File: src/rtl/counter_pkg.sv
// Shared opcode and FSM encodings for the counter command scheduler.
package counter_pkg;

  typedef enum logic [1:0] {
    OP_LOAD      = 2'b00,
    OP_STEP_UP   = 2'b01,
    OP_STEP_DOWN = 2'b10,
    OP_CLEAR     = 2'b11
  } op_e;

  typedef enum logic [1:0] {
    ST_IDLE = 2'b00,
    ST_EXEC = 2'b01,
    ST_DONE = 2'b10
  } state_e;

  function automatic logic is_step(op_e op);
    return (op == OP_STEP_UP) || (op == OP_STEP_DOWN);
  endfunction

endpackage

File: src/rtl/rr_arbiter.sv
// Round-robin selector: first asserted req at or after ptr wins, one-hot out.
// Purely combinational; no backpressure, the caller decides when to consume the grant.
module rr_arbiter #(
  parameter int NREQ = 4
) (
  input  logic [NREQ-1:0]         req,
  input  logic [$clog2(NREQ)-1:0] ptr,
  output logic [NREQ-1:0]         gnt
);
  localparam int PW = $clog2(NREQ);

  logic [PW-1:0] idx;
  logic          found;

  always_comb begin
    gnt   = '0;
    idx   = '0;
    found = 1'b0;
    for (int k = 0; k < NREQ; k++) begin
      idx = PW'((int'(ptr) + k) % NREQ);
      if (!found && req[idx]) begin
        gnt[idx] = 1'b1;
        found    = 1'b1;
      end
    end
  end

endmodule

File: src/rtl/counter_cmd_scheduler.sv
// Arbitrates requester commands onto one shared up/down counter; grant 1 cycle after sampling,
// command takes 1 + max(1,N) + 1 cycles; requests are held off (ignored) until the FSM is back in IDLE.
module counter_cmd_scheduler
  import counter_pkg::*;
#(
  parameter int NREQ  = 4,
  parameter int WIDTH = 8
) (
  input  logic                  clk,
  input  logic                  reset,
  input  logic [NREQ-1:0]       req,
  input  logic [2*NREQ-1:0]     req_op,
  input  logic [WIDTH*NREQ-1:0] req_arg,
  output logic [NREQ-1:0]       gnt,
  output logic [NREQ-1:0]       done,
  output logic                  busy,
  output logic                  cnt_clear,
  output logic                  cnt_load,
  output logic                  cnt_enable,
  output logic                  cnt_up_down,
  output logic [WIDTH-1:0]      cnt_data
);
  localparam int PW = $clog2(NREQ);

  state_e           state_q, state_d;
  op_e              op_q, op_d, sel_op;
  logic [PW-1:0]    rr_ptr_q, rr_ptr_d, win_q, win_d, sel_idx;
  logic [WIDTH-1:0] arg_q, arg_d, rem_q, rem_d, sel_arg;
  logic [NREQ-1:0]  sel_oh, gnt_d, done_d;
  logic             busy_d, clear_d, load_d, enable_d, up_down_d;
  logic [WIDTH-1:0] data_d;
  logic             take;

  rr_arbiter #(.NREQ(NREQ)) u_rr_arbiter (
    .req (req),
    .ptr (rr_ptr_q),
    .gnt (sel_oh)
  );

  always_comb begin
    sel_idx = '0;
    sel_op  = OP_LOAD;
    sel_arg = '0;
    for (int i = 0; i < NREQ; i++) begin
      if (sel_oh[i]) begin
        sel_idx = PW'(i);
        sel_op  = op_e'(req_op[2*i +: 2]);
        sel_arg = req_arg[WIDTH*i +: WIDTH];
      end
    end
  end

  assign take = (state_q == ST_IDLE) && (req != '0);

  always_ff @(posedge clk or negedge reset) begin
    if (!reset) state_q <= ST_IDLE;
    else        state_q <= state_d;
  end

  always_comb begin
    state_d  = state_q;
    rr_ptr_d = rr_ptr_q;
    win_d    = win_q;
    op_d     = op_q;
    arg_d    = arg_q;
    rem_d    = rem_q;
    case (state_q)
      ST_IDLE: begin
        if (take) begin
          state_d  = ST_EXEC;
          win_d    = sel_idx;
          op_d     = sel_op;
          arg_d    = sel_arg;
          rem_d    = sel_arg;
          rr_ptr_d = (sel_idx == PW'(NREQ - 1)) ? '0 : sel_idx + PW'(1);
        end
      end
      ST_EXEC: begin
        // A zero-count step still spends one (idle) EXEC cycle.
        if (!is_step(op_q) || (rem_q <= WIDTH'(1))) state_d = ST_DONE;
        else                                        rem_d   = rem_q - WIDTH'(1);
      end
      ST_DONE: state_d = ST_IDLE;
      default: state_d = ST_IDLE;
    endcase
  end

  // Outputs are computed from next-state values so they can be registered without lag.
  always_comb begin
    gnt_d     = take ? sel_oh : '0;
    done_d    = '0;
    if (state_d == ST_DONE) done_d[win_d] = 1'b1;
    busy_d    = (state_d != ST_IDLE);
    load_d    = (state_d == ST_EXEC) && (op_d == OP_LOAD);
    clear_d   = (state_d == ST_EXEC) && (op_d == OP_CLEAR);
    enable_d  = (state_d == ST_EXEC) && is_step(op_d) && (rem_d != '0);
    up_down_d = enable_d && (op_d == OP_STEP_UP);
    data_d    = load_d ? arg_d : '0;
  end

  always_ff @(posedge clk or negedge reset) begin
    if (!reset) begin
      rr_ptr_q    <= '0;
      win_q       <= '0;
      op_q        <= OP_LOAD;
      arg_q       <= '0;
      rem_q       <= '0;
      gnt         <= '0;
      done        <= '0;
      busy        <= 1'b0;
      cnt_clear   <= 1'b0;
      cnt_load    <= 1'b0;
      cnt_enable  <= 1'b0;
      cnt_up_down <= 1'b0;
      cnt_data    <= '0;
    end else begin
      rr_ptr_q    <= rr_ptr_d;
      win_q       <= win_d;
      op_q        <= op_d;
      arg_q       <= arg_d;
      rem_q       <= rem_d;
      gnt         <= gnt_d;
      done        <= done_d;
      busy        <= busy_d;
      cnt_clear   <= clear_d;
      cnt_load    <= load_d;
      cnt_enable  <= enable_d;
      cnt_up_down <= up_down_d;
      cnt_data    <= data_d;
    end
  end

endmodule

File: config.mk
export PLATFORM = sky130hd
export DESIGN_NAME = counter_cmd_scheduler
export DESIGN_NICKNAME = d
export VERILOG_FILES = /design/src/rtl/counter_pkg.sv /design/src/rtl/rr_arbiter.sv /design/src/rtl/counter_cmd_scheduler.sv
export SDC_FILE = /design/constraint.sdc
export NUM_CORES = 1
export LEC_CHECK = 0
export BUFFER_PORTS_ARGS = -buffer_cell sky130_fd_sc_hd__buf_2
export CAP_MARGIN = 25
export CORE_MARGIN = 2
export CORE_UTILIZATION = 50
export CTS_CLUSTER_DIAMETER = 200
export DETAILED_ROUTE_END_ITERATION = 6
export PLACE_DENSITY = 0.83
export SYNTH_ARGS = -nofsm -noshare
export SYNTH_HDL_FRONTEND = slang
export SYNTH_SLANG_ARGS = --single-unit
File: constraint.sdc
create_clock -name clk -period 5.7 [get_ports clk]
set_input_delay 0.855 -clock clk [delete_from_list [all_inputs] [get_ports clk]]
set_output_delay 0.855 -clock clk [all_outputs]
set_load 0.05 [all_outputs]
==> flow_summary.json, run 1 <==
{
  "status": "finished clean",
  "cp_slowest_cell": "dfrtp_1",
  "postPlaceCellArea_um2": 3150,
  "dieArea_um2": 6210,
  "die_y_extent_um": 78.8,
  "cts.htree.levels": 2,
  "finalSetupTns_ps": 0,
  "synth.largest_area_cell": "dfrtp_1",
  "drt_drc_violations_left": 0,
  "maxClockFrequency_mhz": 241,
  "relative_slew_margins_pct": 38.4,
  "num_antenna_cells": 0,
  "final_cell_area_um2": 3250,
  "cp_data_required_time_ps": 5880,
  "clk_transition_reported_paths_ps": 80,
  "cpPeakStageDelay_ps": 680,
  "reg2reg_depth": 11,
  "yosysTopAreaCellShare_pct": 40.2,
  "final_period_util_pct": 72.8,
  "critical_path.top_delay_family": "simple AND/OR/NAND/NOR gates",
  "clock_insertion_delay_worst_skew_ps": 300,
  "grt_first_pass_wirelength_um": 12000,
  "coreArea_um2": 5470,
  "path_buf_inv": 1,
  "number_of_violations_reported_at_the_end_of_detailed_routing_iteration_0": 315,
  "max_cap_violations": 0,
  "syn-instance-count": 288,
  "start_kind": "flop",
  "num_rows": 27,
  "worst-slew-pin-transition_ps": 916,
  "initial_antenna_violation_count": 0,
  "path_class": "reg2reg",
  "synth_enable_flop_cells": 0,
  "worst_clock_skew_ps": 4.93,
  "synth_area_leaders": "dfrtp_1 (40%), ha_1 (5.4%), o21ai_0 (4.1%), mux2i_1 (3.9%), and2_1 (3.4%)",
  "pwr_density_cell_nw_per_um2": 702,
  "tritoncts": "built",
  "routabilityCongestion": 0.894,
  "pin_count_of_the_biggest_net_entering_global_routing": 46,
  "crit-reg2reg-capture": "cnt_up_down",
  "start_util_pct": 51.1,
  "endpoints_failing_setup": 0,
  "post_cts.repair.setup_buffers": 0,
  "pin_count": 67,
  "power.total_mw": 2.29,
  "io_buffer_count": 66,
  "cts_sinks": 45,
  "unrepaired_setup_endpoints_after_global_routing": "no",
  "setup_slack_at_placement_ps": 1590,
  "cts_repair_resize_count": 0,
  "cp_data_arrival_time_ps": 4330,
  "tritoncts.num_buffers": 5,
  "yosysMostFrequentCell": "dfrtp_1",
  "die_width_um": 78.8,
  "ys_warn_count": 0,
  "final_count_of_hold_timing_violations": 0,
  "synth_async_sr_flop_share_pct": 100,
  "timing.final.ws_setup_ps": 1550,
  "ys.flop_type": "dfrtp_1",
  "routed-via-count": 2508,
  "root_buffer": "clkbuf_8",
  "post_drt_wl_per_cell_um": 16.7,
  "synth.ff_latch_count": 45,
  "leakagePower_nw": 1.59,
  "first_global_vias": 2452,
  "timing.reg2reg.setup_slack_ps": 1550,
  "drt-total-wl_um": 7080,
  "final_net_count": 408,
  "min_period_ps": 4150,
  "detail_route.vias_per_cell": 5.93,
  "drtPass1Iterations": 5,
  "synth.lib_cells_used.distinct": 56,
  "crit-reg2reg-launch": "rr_ptr_q[0]",
  "synth_common_cells": "dfrtp_1 (45), o21ai_0 (23), inv_1 (22), nor2_1 (21)",
  "crit_path_end_kind": "flop",
  "post_synth.cell_area_avg_um2": 9.72,
  "track_usage_pct": 24.6,
  "syn-cell-area_um2": 2800,
  "timing.critical_path.fanout_max": 15,
  "synthesis.nets": 346,
  "slew_viol_final": 0,
  "ir_drop_mv": 0.417,
  "hold_path.class": "in2async",
  "area_growth_pct": 16.3,
  "max-clock-path-buffers": 2,
  "cp_cell_sequence": "inv_1 > ha_1 > mux4_2 > nor4b_4 > nand2_1 > o21ai_1 > mux2i_1 > a31o_2 > or4_4 > nor3_2 > nor3b_1",
  "cts_hold_buf": 0,
  "antenna_violating_nets_post_route": 0,
  "grt-ovfl-total": 0,
  "drive_gt1_share_pct": 24.8,
  "place.detailed.hpwl_um": 5390,
  "synth_seq_area_share_pct": 40.2
}
-- per-layer routing --
layer  routed length, um  GRT usage, %
met5                   0             0
met2                3380          38.4
met3                 452          5.23
met4                 145          8.79
met1                3100          34.2
-- layout by cell type, fill, tap and decap left out, types with 4 or more instances in the layout --
master | Yosys | routed
a21o_1 | 5 | 5
a21oi_1 | 13 | 13
a221o_1 | 5 | 5
a221oi_1 | 8 | 8
a22oi_1 | 6 | 6
and2_1 | 15 | 15
buf_2 | 4 | 66
clkbuf_8 | 0 | 5
dfrtp_1 | 45 | 45
ha_1 | 12 | 12
inv_1 | 22 | 22
mux2i_1 | 11 | 11
mux4_2 | 4 | 4
nand2_1 | 15 | 15
nand2b_1 | 7 | 7
nand3_1 | 5 | 5
nor2_1 | 21 | 21
nor3_1 | 4 | 4
o21ai_0 | 23 | 23
o22ai_1 | 5 | 5
-- report_power, final --
group	total, mW	internal [mW]	leakage, nW	switching (mW)
Clock	0.193	0.0868	0.0385	0.106
Combinational	1.53	0.562	0.981	0.963
Sequential	0.568	0.453	0.575	0.115
-- worst max path at each step --
stage | start | endpoint | slack, ps | depth (start not counted)
global placement | rr_ptr_q[0] | cnt_up_down | 1750 | 11
floorplan | rr_ptr_q[0] | cnt_up_down | 2320 | 13
global route | rr_ptr_q[0] | cnt_up_down | 1200 | 13
detailed placement | rr_ptr_q[0] | cnt_data[6] | 1590 | 14
finish | rr_ptr_q[0] | cnt_up_down | 1550 | 11
CTS | rr_ptr_q[0] | cnt_up_down | 1560 | 11
-- cell type report --
cell class / count / area [um2]
clock buffer: 7 / 76.3
clock inverter: 1 / 7.51
fill: 484 / 2220
inverter: 22 / 82.6
multi-input combinational: 208 / 1510
sequential: 45 / 1130
tap: 72 / 90.1
timing repair buffer: 68 / 358
-- per-stage QoR --
stage	std cells	utilization, %	hold slack (ps)
after global routing	423	59.5	346
final	423	59.5	350
after global placement	414	57.6	464
after detailed placement	414	57.6	460
after CTS	422	59.1	482
after floorplan	288	-	433
-- cell families after synthesis --
kind of cell             after synthesis  share of synthesized area [%]
AO/OA/AOI/OAI                         96                           24.6
flip-flops                            45                           40.2
AND/OR/NAND/NOR                       84                           16.7
adder cells (fa/ha/maj)               12                           5.36
buffers and inverters                 35                           5.68
multiplexers                          15                           7.15
XOR/XNOR                               1                          0.313
-- registers in the layout, summed over array words and instances (netlist names), 2 cells and up --
name and flops:
arg_q 8, cnt_data 8, rem_q 8, done 4, gnt 4, op_q 2, rr_ptr_q 2, state_q 2
win_q 2
Power figures use the tool's default switching activity.
==> inputs of run 2 (changes only) <==
--- a/config.mk
+++ b/config.mk
@@ -5,13 +5,14 @@
 export SDC_FILE = /design/constraint.sdc
 export NUM_CORES = 1
 export LEC_CHECK = 0
+export ABC_AREA = 1
 export BUFFER_PORTS_ARGS = -buffer_cell sky130_fd_sc_hd__buf_2
 export CAP_MARGIN = 25
 export CORE_MARGIN = 2
 export CORE_UTILIZATION = 50
 export CTS_CLUSTER_DIAMETER = 200
 export DETAILED_ROUTE_END_ITERATION = 6
-export PLACE_DENSITY = 0.83
+export PLACE_DENSITY = 0.84
 export SYNTH_ARGS = -nofsm -noshare
 export SYNTH_HDL_FRONTEND = slang
 export SYNTH_SLANG_ARGS = --single-unit
==> constraint.sdc (replaced) <==
create_clock -name clk -period 4.2 [get_ports clk]
set_input_delay 0.63 -clock clk [delete_from_list [all_inputs] [get_ports clk]]
set_output_delay 0.63 -clock clk [all_outputs]
set_load 0.05 [all_outputs]
==> run 2 against run 1 <==
Against the previous run:
- wire length down 5.4%
- critical endpoint is now cnt_data[0]
- sequential power up 25%
- fmax up 14%
- sequential cell count unchanged
- sequential share of layout area up 0.79 points
- clock power up 46%
- setup slack worse by 990 ps
==> flow_summary.json, run 2 <==
{
  "num_antenna_cells": 0,
  "status": "finished clean",
  "finalSetupTns_ps": 0,
  "maxClockFrequency_mhz": 275,
  "synth_enable_flop_cells": 0,
  "synth_seq_area_share_pct": 42.0,
  "die_width_um": 77.2,
  "ys_warn_count": 0,
  "endpoints_failing_setup": 0,
  "place.detailed.hpwl_um": 5240,
  "crit_path_most_repeated_cell": "inv_1",
  "max-clock-path-buffers": 2,
  "cp_cell_sequence": "inv_1 > ha_1 > inv_1 > nand3_1 > nand2_1 > nand3_1 > nand2_1 > inv_1 > nand3_1 > buf_4 > inv_2 > nor2_1 > nand2_1 > a21oi_1 > a311oi_1 > ha_1 > inv_1 > nor2_1 > nand2_1 > inv_1",
  "dieArea_um2": 5960,
  "yosysMostFrequentCell": "nand2_1",
  "critical_path.top_delay_family": "simple AND/OR/NAND/NOR gates",
  "postPlaceCellArea_um2": 3070,
  "setup_slack_at_placement_ps": 609,
  "fillCellCount": 505,
  "cp_data_required_time_ps": 4450,
  "combinational_family_with_the_most_area_after_synthesis": "simple AND/OR/NAND/NOR gates",
  "routabilityCongestion": 0.988,
  "reg2reg_depth": 20,
  "mostFrequentLayoutCell": "nand2_1",
  "initial_antenna_violation_count": 0,
  "synth_async_sr_flop_share_pct": 100,
  "area_growth_pct": 18.7,
  "min_period_ps": 3640,
  "final_count_of_hold_timing_violations": 0,
  "synth_adder_area_share_pct": 5.60,
  "cp_slowest_cell": "dfrtp_1",
  "synth-xor-area-share_pct": 0.327,
  "drt-total-wl_um": 6700,
  "root_buffer": "clkbuf_8",
  "final_net_count": 492,
  "crit-reg2reg-capture": "cnt_data[0]",
  "placedCellCount": 496,
  "clk_transition_reported_paths_ps": 90,
  "grt_first_pass_wirelength_um": 10900,
  "drive_gt1_share_pct": 22.5,
  "syn-instance-count": 363,
  "unrepaired_setup_endpoints_after_global_routing": "no",
  "start_kind": "flop",
  "relative_slew_margins_pct": 50.1,
  "synth_area_leaders": "dfrtp_1 (42%), nand2_1 (15%), nand3_1 (7.8%), inv_1 (6.7%), nor2_1 (6.0%)",
  "routed-via-count": 2517,
  "number_of_violations_reported_at_the_end_of_detailed_routing_iteration_0": 134,
  "io_buffer_count": 66,
  "synth.largest_area_cell": "dfrtp_1",
  "grt-ovfl-total": 0,
  "die_y_extent_um": 77.2,
  "leakagePower_nw": 1.89,
  "start_util_pct": 52.1,
  "synthesized_area_fraction_occupied_by_ao_oa_aoi_and_oai_cells_pct": 7.84,
  "ir_drop_mv": 0.559,
  "clock_insertion_delay_worst_skew_ps": 310,
  "crit-reg2reg-launch": "rr_ptr_q[1]",
  "timing.final.ws_setup_ps": 561,
  "drtPass1Iterations": 5,
  "largest_registers": "arg_q x8, cnt_data x8, rem_q x8",
  "synth.ff_latch_count": 45,
  "detail_route.vias_per_cell": 4.98,
  "cts_sinks": 45,
  "layout_common_cells": "nand2_1 (105), buf_2 (66), inv_1 (48), dfrtp_1 (45), nor2_1 (43)",
  "timing.reg2reg.setup_slack_ps": 560,
  "syn-cell-area_um2": 2680,
  "post_synth.cell_area_avg_um2": 7.38,
  "synth.lib_cells_used.distinct": 30,
  "path_class": "reg2reg",
  "timing.critical_path.fanout_max": 11,
  "timing.critical_path.depth": 20,
  "post_synth_mux_area_share_pct": 0,
  "antenna_violating_nets_post_route": 0,
  "cp_data_arrival_time_ps": 3890,
  "pin_count": 67,
  "final_cell_area_um2": 3180,
  "finish.utilization_pct": 61.9,
  "crit_path_end_kind": "flop",
  "max_cap_violations": 0,
  "cts.htree.levels": 2,
  "worst_clock_skew_ps": 10.5,
  "first_global_vias": 2311,
  "finish.cell_count_without_fillers": 505,
  "worst-slew-pin-transition_ps": 742,
  "cpPeakStageDelay_ps": 510,
  "synthesis.nets": 421,
  "hold_path.class": "in2async",
  "pin_count_of_the_biggest_net_entering_global_routing": 46,
  "num_rows": 26,
  "coreArea_um2": 5140,
  "ys.flop_type": "dfrtp_1",
  "tritoncts.num_buffers": 5,
  "post_drt_wl_per_cell_um": 13.3,
  "post_cts.repair.setup_buffers": 0,
  "cts_hold_buf": 0,
  "pwr_density_cell_nw_per_um2": 949,
  "synth_common_cells": "nand2_1 (105), inv_1 (48), dfrtp_1 (45), nor2_1 (43), nand3_1 (42)",
  "yosys.area_share.simple_pct": 35.2,
  "drt_drc_violations_left": 0,
  "cts_repair_resize_count": 0,
  "tritoncts": "built",
  "final_period_util_pct": 86.6,
  "yosysTopAreaCellShare_pct": 42.0,
  "track_usage_pct": 23.3,
  "slew_viol_final": 0,
  "path_buf_inv": 7
}
[run 2: cell count changes after synthesis, sizes merged, moves of 6 or more]
cell and change:
a221oi -8, a22oi -6, and2 -15, inv +30, mux2i -11, nand2 +95, nand2b -7, nand3 +41
nor2 +25, o21ai -14
[run 2: cell type report]
cell class	instances	area (um2)	share of cell area [%]
flip-flops and latches	45	1130	35.4
clock buffers	5	68.8	2.16
well taps	70	87.6	2.75
multi-input cells	260	1310	41.3
clock inverters	3	21.3	0.669
repair buffers	69	365	11.5
inverters	53	199	6.25
[run 2: cell families after synthesis]
group / Yosys count
xor gates and xnor gates: 1
adders and majority gates: 12
buffers and inverters: 58
AOI/OAI and AO/OA: 37
and+or+nand+nor: 210
DFF: 45
[run 2: per-stage QoR]
step	hold slack, ps	power [mW]
final	113	3.02
after global routing	98.1	3.31
after CTS	510	3.01
after detailed placement	489	2.72
after global placement	479	2.68
after floorplan	334	2.28
[run 2: worst max-delay path by stage]
stage / slack, ps / start / end
after global routing: 200 / rr_ptr_q[0] / cnt_data[5]
after detailed placement: 610 / rr_ptr_q[1] / cnt_data[5]
after CTS: 600 / rr_ptr_q[1] / cnt_data[5]
after floorplan: 1190 / rr_ptr_q[0] / cnt_data[0]
final: 560 / rr_ptr_q[1] / cnt_data[0]
after global placement: 810 / rr_ptr_q[1] / cnt_data[3]
[run 2: routing by layer]
layer / track usage (%) / share of wire, % / up-vias
li1: - / - / 1284
met1: 33.3 / 48 / 1151
met2: 35.6 / 46 / 76
met3: 5.53 / 5.7 / 6
met4: 6.25 / 0.85 / 0
met5: 0 / 0 / -
[run 2: power by group]
part | switching, mW | internal, mW | total, mW
Combinational | 1.43 | 0.601 | 2.03
Clock | 0.162 | 0.118 | 0.281
Sequential | 0.0927 | 0.619 | 0.711
==> inputs of run 3 (changes only) <==
==> constraint.sdc (replaced) <==
create_clock -name clk -period 4.2 [get_ports clk]
set_input_delay 0.42 -clock clk [delete_from_list [all_inputs] [get_ports clk]]
set_output_delay 0.42 -clock clk [all_outputs]
set_load 0.05 [all_outputs]
==> run 3 against run 2 <==
Against the previous run:
- the flow now finishes with violations (hold timing)
- setup slack improved by 64 ps
- core utilization increased by 0.073 points
- final area increased by 0.12%
- critical endpoint is now cnt_data[2]
==> flow_summary.json, run 3 (synthesis results as in run 2) <==
{
  "final_net_count": 491,
  "io_buffer_count": 66,
  "track_usage_pct": 24.0,
  "timing.final.ws_setup_ps": 625,
  "slew_viol_final": 0,
  "detail_route.vias_per_cell": 5.14,
  "tritoncts": "built",
  "grt_first_pass_wirelength_um": 11300,
  "endpoints_failing_setup": 0,
  "p_int_mw": 1.36,
  "antenna_violating_nets_post_route": 0,
  "tritoncts.num_buffers": 5,
  "routed-via-count": 2593,
  "hold_path.class": "in2async",
  "first_global_vias": 2458,
  "cts_hold_buf": 0,
  "place.detailed.hpwl_um": 5350,
  "relative_slew_margins_pct": 49.1,
  "layout_common_cells": "nand2_1 (105), buf_2 (66), inv_1 (48), dfrtp_1 (45), nor2_1 (43)",
  "clock_power_share_pct": 9.6,
  "final_hold_slack_ps": -9.54,
  "max_cap_violations": 0,
  "regArea_um2": 1130,
  "swShare_pct": 55.1,
  "min_period_ps": 3570,
  "cts_repair_resize_count": 0,
  "pin_count_of_the_biggest_net_entering_global_routing": 46,
  "worst-slew-pin-transition_ps": 757,
  "comb_power_share_pct": 66.9,
  "timing.critical_path.fanout_max": 11,
  "drive_gt1_share_pct": 22.4,
  "max-clock-path-buffers": 2,
  "cp_data_arrival_time_ps": 3810,
  "start_kind": "flop",
  "dieArea_um2": 5960,
  "crit_path_end_kind": "flop",
  "status": "finished with violations",
  "cp_data_required_time_ps": 4430,
  "area_growth_pct": 18.9,
  "leakagePower_nw": 1.89,
  "die_y_extent_um": 77.2,
  "pin_count": 67,
  "mostFrequentLayoutCell": "nand2_1",
  "clk_transition_reported_paths_ps": 80,
  "number_of_violations_reported_at_the_end_of_detailed_routing_iteration_0": 215,
  "start_util_pct": 52.1,
  "drtPass1Iterations": 5,
  "routabilityCongestion": 0.987,
  "grt-ovfl-total": 0,
  "initial_antenna_violation_count": 0,
  "pwr_density_cell_nw_per_um2": 953,
  "drt_drc_violations_left": 0,
  "path_class": "reg2reg",
  "num_antenna_cells": 0,
  "cts.htree.levels": 2,
  "maxClockFrequency_mhz": 280,
  "fillCellCount": 482,
  "ir_drop_mv": 0.502,
  "seqPwrFrac_pct": 23.5,
  "net-switching-power_mw": 1.67,
  "die_width_um": 77.2,
  "post_cts.repair.setup_buffers": 0,
  "final_period_util_pct": 85.1,
  "root_buffer": "clkbuf_8",
  "final_count_of_hold_timing_violations": 11,
  "setup_slack_at_placement_ps": 664,
  "clock_insertion_delay_worst_skew_ps": 300,
  "drt-total-wl_um": 6760,
  "finalSetupTns_ps": 0,
  "cts_sinks": 45,
  "coreArea_um2": 5140,
  "failed_checks": "hold timing",
  "largest_registers": "arg_q x8, cnt_data x8, rem_q x8",
  "post_drt_wl_per_cell_um": 13.4,
  "worst_clock_skew_ps": 9.30,
  "unrepaired_setup_endpoints_after_global_routing": "no",
  "num_rows": 26,
  "multi_input_comb_area_um2": 1310
}
run 3: final timing paths:
check | end | startpoint | depth (start not counted) | slack, ps
max | cnt_data[2] | rr_ptr_q[1] | 20 | 630
min | cnt_load | reset | 1 | -10
max reg2reg | cnt_data[2] | rr_ptr_q[1] | 20 | 630
min reg2reg | arg_q[7] | arg_q[7] | 2 | 510
max in group asynchronous | rr_ptr_q[1] | reset | 2 | 3750
min in group clk | arg_q[4] | req_arg[28] | 3 | 400
run 3: final cells by class:
class | count | area share (%)
Clock buffer | 7 | 3.02
Clock inverter | 1 | 0.157
Inverter | 53 | 6.25
Multi-Input combinational cell | 260 | 41.2
Sequential cell | 45 | 35.3
Tap cell | 70 | 2.75
Timing Repair Buffer | 68 | 11.2
run 3: power by group through the flow:
stage / Combinational [mW] / Sequential [mW] / Clock (mW)
2_1_floorplan: 1.36 / 0.920 / 0
3_3_place_gp: 1.96 / 0.714 / 0
3_5_place_dp: 2.00 / 0.719 / 0
4_1_cts: 2.01 / 0.713 / 0.292
5_1_grt: 2.30 / 0.733 / 0.313
6_report: 2.03 / 0.714 / 0.291
run 3: worst max-delay path: stages (launching register included):
cell      delay, ps
dfrtp_1         520
inv_1           200
ha_1            380
inv_1            90
nand3_1          90
nand2_1          80
nand2_4         100
nor2_4           50
nand2_1          60
nand3_1          70
buf_4           170
inv_2           140
nor2_1           90
nand2_1          60
a21oi_1          60
a311oi_1        440
ha_1            230
inv_1            40
nor2_1          460
nand2_1         100
inv_1            70
run 3: stage by stage:
step | utilization, % | std cells | instance area [um2] | power (mW)
after floorplan | - | 363 | 2680 | 2.28
after global placement | 59.6 | 495 | 3060 | 2.68
after detailed placement | 59.6 | 495 | 3060 | 2.72
after CTS | 61.6 | 503 | 3170 | 3.01
after global routing | 62.0 | 504 | 3190 | 3.34
final | 62.0 | 504 | 3190 | 3.04
run 3: routing by layer:
| metal | track usage (%) | vias to the layer above | part of all wire, % |
|---|---|---|---|
| met1 | 34.4 | 1171 | 46 |
| met2 | 37.7 | 125 | 45 |
| li1 | - | 1286 | - |
| met5 | 0 | - | 0 |
| met4 | 5.54 | 0 | 1.4 |
| met3 | 4.47 | 11 | 7.3 |
